**src/rtl/rc_add_sub_serial.sv**
```systemverilog
// rc_add_sub_serial: multi-cycle chunked add/subtract with carry-out and signed overflow
//
// Adds or subtracts two WIDTH-bit operands CHUNK bits per clock through a
// registered carry, so a result appears WIDTH/CHUNK cycles after the operands
// are accepted.
//
// Parameters:
//   WIDTH  operand/result width (>= 2)
//   CHUNK  bits processed per cycle (WIDTH must be a multiple of CHUNK)
//
// Ports:
//   CLK        clock, rising edge
//   RST        asynchronous reset, active-low
//   IN_VALID   operand request
//   IN_READY   operands accepted (IDLE only, low while in reset)
//   A, B       operands
//   SnA        0 = add, 1 = subtract
//   OUT_VALID  result valid (DONE only)
//   OUT_READY  consumer accepts result
//   Y          registered result
//   CO         carry out of the MSB (subtract: 1 = no borrow)
//   OVF        signed overflow
//   BUSY       high while chunks are being processed
//
// Optional feature: define RC_ADD_SUB_SAT_EN to saturate Y to the signed
// limit of the operand sign whenever OVF is raised.
module rc_add_sub_serial #(
    parameter int WIDTH = 64,
    parameter int CHUNK = 8
) (
    input  logic             CLK,
    input  logic             RST,
    input  logic             IN_VALID,
    output logic             IN_READY,
    input  logic [WIDTH-1:0] A,
    input  logic [WIDTH-1:0] B,
    input  logic             SnA,
    output logic             OUT_VALID,
    input  logic             OUT_READY,
    output logic [WIDTH-1:0] Y,
    output logic             CO,
    output logic             OVF,
    output logic             BUSY
);
    localparam int NCH = WIDTH / CHUNK;
    localparam int KW  = NCH > 1 ? $clog2(NCH) : 1;

    if (WIDTH < 2 || CHUNK < 1 || WIDTH % CHUNK != 0) begin : g_bad_param
        $error("rc_add_sub_serial: WIDTH must be >= 2 and a multiple of CHUNK");
    end

    typedef enum logic [1:0] {IDLE, RUN, DONE} state_t;

    state_t           state_q, state_d;
    logic [WIDTH-1:0] a_q, a_d, b_q, b_d, y_q, y_d;
    logic [KW-1:0]    k_q, k_d;
    logic             carry_q, carry_d, co_q, co_d, ovf_q, ovf_d;
    logic [CHUNK-1:0] a_ch, b_ch, sum;
    logic             c_out, c_msb, last;

    always_comb begin
        a_ch           = a_q[int'(k_q)*CHUNK +: CHUNK];
        b_ch           = b_q[int'(k_q)*CHUNK +: CHUNK];
        {c_out, sum}   = {1'b0, a_ch} + {1'b0, b_ch} + {{CHUNK{1'b0}}, carry_q};
        // carry into the MSB recovered from its sum bit: s = a ^ b ^ cin
        c_msb          = a_q[WIDTH-1] ^ b_q[WIDTH-1] ^ sum[CHUNK-1];
        last           = k_q == KW'(NCH - 1);
        state_d        = state_q;
        a_d            = a_q;
        b_d            = b_q;
        y_d            = y_q;
        k_d            = k_q;
        carry_d        = carry_q;
        co_d           = co_q;
        ovf_d          = ovf_q;
        case (state_q)
            IDLE: if (IN_VALID) begin
                a_d     = A;
                b_d     = B ^ {WIDTH{SnA}};
                carry_d = SnA;
                k_d     = '0;
                y_d     = '0;
                state_d = RUN;
            end
            RUN: begin
                y_d[int'(k_q)*CHUNK +: CHUNK] = sum;
                carry_d = c_out;
                k_d     = k_q + 1'b1;
                if (last) begin
                    co_d    = c_out;
                    ovf_d   = c_out ^ c_msb;
                    state_d = DONE;
`ifdef RC_ADD_SUB_SAT_EN
                    if (c_out ^ c_msb)
                        y_d = a_q[WIDTH-1] ? {1'b1, {(WIDTH-1){1'b0}}} : {1'b0, {(WIDTH-1){1'b1}}};
`endif
                end
            end
            DONE: if (OUT_READY) state_d = IDLE;
            default: state_d = IDLE;
        endcase
    end

    always_ff @(posedge CLK or negedge RST) begin
        if (!RST) begin
            state_q <= IDLE;
            a_q     <= '0;
            b_q     <= '0;
            y_q     <= '0;
            k_q     <= '0;
            carry_q <= 1'b0;
            co_q    <= 1'b0;
            ovf_q   <= 1'b0;
        end else begin
            state_q <= state_d;
            a_q     <= a_d;
            b_q     <= b_d;
            y_q     <= y_d;
            k_q     <= k_d;
            carry_q <= carry_d;
            co_q    <= co_d;
            ovf_q   <= ovf_d;
        end
    end

    // IN_READY is gated by reset so every output reads 0 while RST is held
    assign IN_READY  = (state_q == IDLE) && RST;
    assign OUT_VALID = state_q == DONE;
    assign BUSY      = state_q == RUN;
    assign Y         = y_q;
    assign CO        = co_q;
    assign OVF       = ovf_q;
endmodule
```
**config.mk**
```make
export PLATFORM = sky130hd
export DESIGN_NAME = rc_add_sub_serial
export DESIGN_NICKNAME = d
export VERILOG_FILES = /design/src/rtl/rc_add_sub_serial.sv
export SDC_FILE = /design/constraint.sdc
export NUM_CORES = 1
export LEC_CHECK = 0
export BUFFER_PORTS_ARGS = -buffer_cell sky130_fd_sc_hd__buf_4
export CAP_MARGIN = 10
export CORE_MARGIN = 2
export CORE_UTILIZATION = 55
export DETAILED_ROUTE_END_ITERATION = 8
export PLACE_DENSITY = 0.91
export SLEW_MARGIN = 0
export SYNTH_ARGS = -nofsm -noshare
export SYNTH_HDL_FRONTEND = slang
export SYNTH_SLANG_ARGS = --single-unit
```
**constraint.sdc**
```tcl
create_clock -name CLK -period 7.9 [get_ports CLK]
set_input_delay 1.185 -clock CLK [delete_from_list [all_inputs] [get_ports CLK]]
set_output_delay 1.185 -clock CLK [all_outputs]
set_load 0.02 [all_outputs]
```
# Word level (Yosys, flattened, before mapping)
# Cells that the tools add are included.
dict set report totals {
  ff_bits 200
  latchBits 0
  ramBits 0
  romBits 0
  in_bits 133
  out_inout_bits 69
  elab_cells 44
  n_memories 0
}
dict set report classes {
  n_addsub 4
  mul 0
  div 0
  n_lt_le_gt_ge 0
  n_eq_ne 6
  shift 4
  muxes 11
  bitwise_logic 4
  n_reduce_logical 7
}
# cell n
set ops {}
lappend ops {{$pmux 64 s2} 1}
lappend ops {{$shiftx 64x7->8} 2}
lappend ops {{$bwmux 64} 1}
lappend ops {{$mux 64} 1}
lappend ops {{$shift 8x33->64 const A} 1}
lappend ops {{$shiftx 8x33->64} 1}
lappend ops {{$xor 64x64->64} 1}
lappend ops {{$neg 6->33} 1}
lappend ops {{$add 8x8->9} 1}
lappend ops {{$add 9x1->9} 1}
lappend ops {{$mux 2} 3}
lappend ops {{$pmux 2 s3} 1}
lappend ops {{$pmux 3 s2} 1}
lappend ops {{$reduce_and 2->1} 3}
lappend ops {{$ne 2x1->1 const B} 2}
lappend ops {{$add 3x1->3 const B} 1}
lappend ops {{$eq 3x3->1 const B} 1}
lappend ops {{$mux 3} 1}
lappend ops {{$reduce_and 3->1} 1}
lappend ops {{$xor 1x1->1} 3}
lappend ops {{$eq 2x1->1 const B} 1}
lappend ops {{$eq 2x2->1 const B} 1}
lappend ops {{$logic_not 2->1} 1}
lappend ops {{$ne 2x2->1 const B} 1}
lappend ops {{4 further kinds} 4}

# Depth between registers and ports, before layout
dict set report depth {
  word_depth 6
  mapped_depth 14
  mapped_depth_nobuf 12
}

# Least setup slack after synthesis
# OpenSTA, ideal clock, no wires.
dict set report synth_path {
  path_kind {flip-flop to flip-flop}
  from {register k_q[0]}
  to {register ovf_q (netlist: OVF)}
  setup_ns 0.123
  arrival_time_ns 3.147
  t_required_ns 7.777
  slack_ns 4.630
  stages_incl_launch_ff 15
  n_path_buf 2
  synth_period_minus_slack_ns 3.270
  cell_sequence {dfrtp_1 buf_4 buf_4 mux4_2 nand2_1 nand2_1 fa_1 inv_1 fa_1 nand2b_1 a21oi_2 o41ai_2 xnor2_1 xnor2_1 o21ai_1}
}
dict set report synth_between {
  elab_chain_cells 5
  elab_cells_between_ends 8
  classes_between {2 x add/sub; 1 x eq/ne; 2 x shift; 2 x bitwise; 1 x reduce/logical}
}
# element line_no
set synth_lines {}
lappend synth_lines {{start: declaration} 56} ;# logic [KW-1:0] k_q, k_d;
lappend synth_lines {{start signal: assignment} 119} ;# k_q <= k_d;
lappend synth_lines {{$shiftx 64x7->8 (on tied branches)} {62, 63}}
lappend synth_lines {{$add 8x8->9} 64} ;# {c_out, sum} = {1'b0, a_ch} + {1'b0, b_ch} + {{CHUNK{1'b0}}, carry_q};
lappend synth_lines {{$add 9x1->9} 64}
lappend synth_lines {{$xor 1x1->1} 66} ;# c_msb = a_q[WIDTH-1] ^ b_q[WIDTH-1] ^ sum[CHUNK-1];
lappend synth_lines {{$xor 1x1->1} 91} ;# ovf_d = c_out ^ c_msb;
lappend synth_lines {{end signal: assignment} 122} ;# ovf_q <= ovf_d;
lappend synth_lines {{end: declaration} 57} ;# logic carry_q, carry_d, co_q, co_d, ovf_q, ovf_d;
# Parallel ways exist; a longest one is shown, timed or not.
# A chain may end at the register's enable or synchronous reset.

# Final worst setup path
dict set report layout_path {
  from {register k_q[0]}
  to {register y_q[37] (netlist: Y[37])}
}
dict set report layout_between {
  elab_chain_cells 6
  elab_cells_between_ends 9
  classes_between {3 x add/sub; 4 x shift; 2 x mux}
}
# element line_no
set layout_lines {}
lappend layout_lines {{$shiftx 64x7->8 (on tied branches)} {62, 63}}
lappend layout_lines {{$add 8x8->9} 64}
lappend layout_lines {{$add 9x1->9} 64}
lappend layout_lines {{$shiftx 8x33->64} 86} ;# y_d[int'(k_q)*CHUNK +: CHUNK] = sum;
lappend layout_lines {{$bwmux 64 (*)} 86}
lappend layout_lines {{$pmux 64 s2 (*)} 76} ;# case (state_q)
lappend layout_lines {{end signal: assignment} 118} ;# y_q <= y_d;
lappend layout_lines {{end: declaration} 55} ;# logic [WIDTH-1:0] a_q, a_d, b_q, b_d, y_q, y_d;
# Mark *: on every way between the ends. The rest lies on a longest branch, timed or not.

==> impl_results.md <==
- Reg power frac: around a third
- Power share of the combinational group: between 50% and 60%
- Final Instance Count excl. Fillers: ~1300
- Final instance area: 11630 um2
- Total Routing Usage GR: 27.10%
- Fraction of power spent switching nets: between 40 and 50%
- Effective utilization at floorplan: a little under three fifths
- Worst reg-to-reg setup slack: about 4000 ps
- Syn Std Cell Area: between 9000 and 10000 um2
- Count of fill cells added during filler insertion: 1223
- Avg Synthesized Cell Area: around 10 um2
- Post-cts hold buffer count: 0
- Number of placed instances, taps included: between 1000 and 1500
- Number of warning messages in the yosys log: 0
- Fmax achieved: approximately 260 MHz
- Minimum setup slack after placement: 4055 ps
- Clock transition at the registers of the reported paths: 70 ps
- Status: complete, no violations
- Wire length of the first global-routing pass: between 30 and 40 mm
- Final hold violations: 0
- Worst reg2reg path startpoint: k_q[0]
- Final setup vio count: 0
- Ratio of routed vias to standard cells: ~5.6
- Initial antenna violation count: 0
- Core Box Area: about 17000 um2
- Clock tree from TritonCTS: built
- Leakage: 5.751 nW
- Horizontal die dimension: between 100 and 150 um
- Hold Worst Slack: approximately 470 ps
- Cell taking the most area after synthesis: dfrtp_1
- End of the worst register-to-register path: Y[37]
- GR Util met3: about 4.8%
- Max capacitance violation total: 0
- Mapped Cells: 929
- TritonRoute pass-1 iters: 5
- Detailed router's first-iteration violation count: between 500 and 600
- Number of global-route vias before repair: around 7500
- Tmin final: just under 4000 ps
- Clock Sink Count: 200
- Largest net degree at the start of global routing: between 100 and 150
- Min-delay src: a_q[61]
- Buffers from clock root to sink, at most: 2
- Type of the worst setup path: flip-flop to flip-flop
- Most used DFF post-synth: dfrtp_1
- Fraction of post-synthesis cell area in the top cell type by area: 53.02%
- Syn nets: roughly 1100
- Headroom to the max-slew limit: 21.21%
- Placed wire-length estimate after detailed placement: ~17 mm
- Internal power of the cells: between 3 and 4 mW
- Max rail drop VDD: about 0.0004 V
- Root Buffer Master: clkbuf_16
- Net switching power: ~2.4 mW
- # IOs: 202
- Area growth from synthesis to layout: 23.17%
- HP Class: flip-flop to flip-flop
- Core occupancy in the finished layout: 69.62%
- Worst setup skew after layout: slightly above 8 ps
- Setup_tns: 0 ps
- P per Cell Area: between 400 and 500 nW/um2
- Cell depth of the worst hold path: 2
- Die Span Y: 135.0 um
- Final worst slack: between 4000 and 5000 ps
- Routed wirelength normalized by instance count: 17.86 um
- Instance area at placement: 11030 um2
- Total power draw: around 5.5 mW
- Cells taking the most area after synthesis: dfrtp_1 53%, nand2_1 13%, mux4_2 7.6%
- Number of pins exceeding their max-slew limit in the final report: 0
- Worst-path fanout max: 34
- Count of antenna-violating nets left after detailed routing: 0
- GRT Max-Usage Layer: met2
- Crit path max-delay cell type: xor2_1
- CP required: 8250 ps
- Buffer count from post-CTS setup fixing: 0
- PortBufs: 201
- Post-detailed-route DRC marker count: 0
- Sink of the worst hold path: a_q[61]
- FP Rows: 47
- Cell-by-cell listing of the critical path: buf_4 -> mux4_2 -> nand2_1 -> and2_1 -> inv_1 -> ha_1 -> a211oi_1 -> o21ai_4 -> xor2_1 -> inv_1 -> o21ai_0
- Clock insertion delay at the later pin of the skew report: 440 ps
- Critical path capture point type: flip-flop
- Met2 Resource Use GR: 45.06%
- Total congestion overflow: 0
- Detailed Route WL: 23.78 mm
- Met1 track demand over resource: 35.62%
- DIE AREA: 18230 um2
- Number of nets at the end of the flow: 1249
- Startpoint kind of the worst setup timing path: flip-flop
- RSZ-0062 raised after global routing: false
- Gates resized, CTS repair: 0
- Cts bufs inserted: 17
- Commonest cells post-synth: 334 x nand2_1, 200 x dfrtp_1, 84 x o21ai_0
- Cell occurring most often along the worst timing path: inv_1
- Largest stage delay on the critical path: 670 ps
- Signal arrival time at the worst endpoint: around 4200 ps
- Level count of the clock H-tree: 4
- Via count: 7437
- Final weighted congestion in routability-driven placement: about 0.9
- Share of post-route cells with drive strength above 1: between 20 and 30%
- Antenna cell count: 0
- Post-synth EDFFs: 0
- Distinct cell type count of the synthesized netlist: 42
- Seq/Total Area, Yosys: 53.02%
- Clock share of power: 16.0%
- Number of flip-flops and latches in the synthesized netlist: 200
- Ratio of final minimum period to clock period: between 40% and 50%
- Actual slew at the worst max-slew pin: between 1000 and 1500 ps
- Depth of the worst register-to-register path: 11
- Asr flop ratio synth: 100.0%
- Count leader, synth: nand2_1
==> kinds of logic after synthesis <==
family	Yosys count	share of synthesized area (%)
fa+ha+maj	16	2.280
buf+inv	68	3.168
simple gates	383	15.96
compound gates	153	10.74
xor+xnor	72	6.680
flops	200	53.02
mux	37	8.164
==> sequential cells by signal, indices dropped and copies added, names as in the netlist <==
name / count
CO: 1
b_q: 64
OVF: 1
a_q: 64
Y: 64
state_q: 2
carry_q: 1
k_q: 3
==> final cells by class <==
type | count | area, um2 | area share (%)
clock buffers | 19 | 442.9 | 3.809
clock inverters | 11 | 151.4 | 1.302
multi-input cells | 661 | 4145 | 35.65
inverters | 14 | 52.55 | 0.4520
well taps | 220 | 275.3 | 2.367
repair buffers | 206 | 1553 | 13.35
flip-flops and latches | 200 | 5007 | 43.06
==> power groups by stage <==
stage / clock [mW] / sequential [mW] / combinational (mW)
4_1_cts: 0.891 / 1.77 / 2.83
2_1_floorplan: 0 / 1.82 / 1.82
5_1_grt: 0.930 / 1.83 / 3.08
3_5_place_dp: 0 / 1.79 / 2.81
3_3_place_gp: 0 / 1.75 / 2.70
6_report: 0.881 / 1.78 / 2.84
==> routing by layer <==
metal / wire length (um) / up-vias / part of all wire (%)
met1: 9658 / 3609 / 41
met5: 0 / - / 0
met3: 1625 / 54 / 6.8
met4: 635 / 0 / 2.7
met2: 11860 / 336 / 50
li1: - / 3438 / -
==> layout by cell type (no fill, tap or decap), drive strengths merged, types with 3 or more instances in the layout <==
master / instances
a21o: 4
a21oi: 4
a22o: 40
a31oi: 4
and2: 4
buf: 205
bufinv: 3
clkbuf: 20
clkinv: 5
clkinvlp: 4
dfrtp: 200
ha: 14
inv: 13
mux2i: 5
mux4: 32
nand2: 334
nand2b: 7
nand3: 11
nor2: 18
o21ai: 87
o31ai: 7
xnor2: 70
==> how the worst max path moves through the flow <==
stage	slack, ps	to	from	depth (start not counted)
after floorplan	4630	OVF	k_q[0]	14
after global placement	4210	Y[37]	k_q[0]	11
after detailed placement	4050	Y[37]	k_q[0]	11
after CTS	3970	Y[37]	k_q[0]	11
after global routing	3770	Y[37]	k_q[0]	11
final	4050	Y[37]	k_q[0]	11
==> worst max-delay path: cells and delay by family, from the launching register on <==
kind / cells / cell delay (ps)
AO/OA/AOI/OAI: 3 / 710
XOR/XNOR: 1 / 670
adder cells (fa/ha/maj): 1 / 300
buffers and inverters: 3 / 720
flip-flops: 1 / 470
multiplexers: 1 / 580
AND/OR/NAND/NOR: 2 / 270
Note: power is estimated with default switching activity, not from simulation.
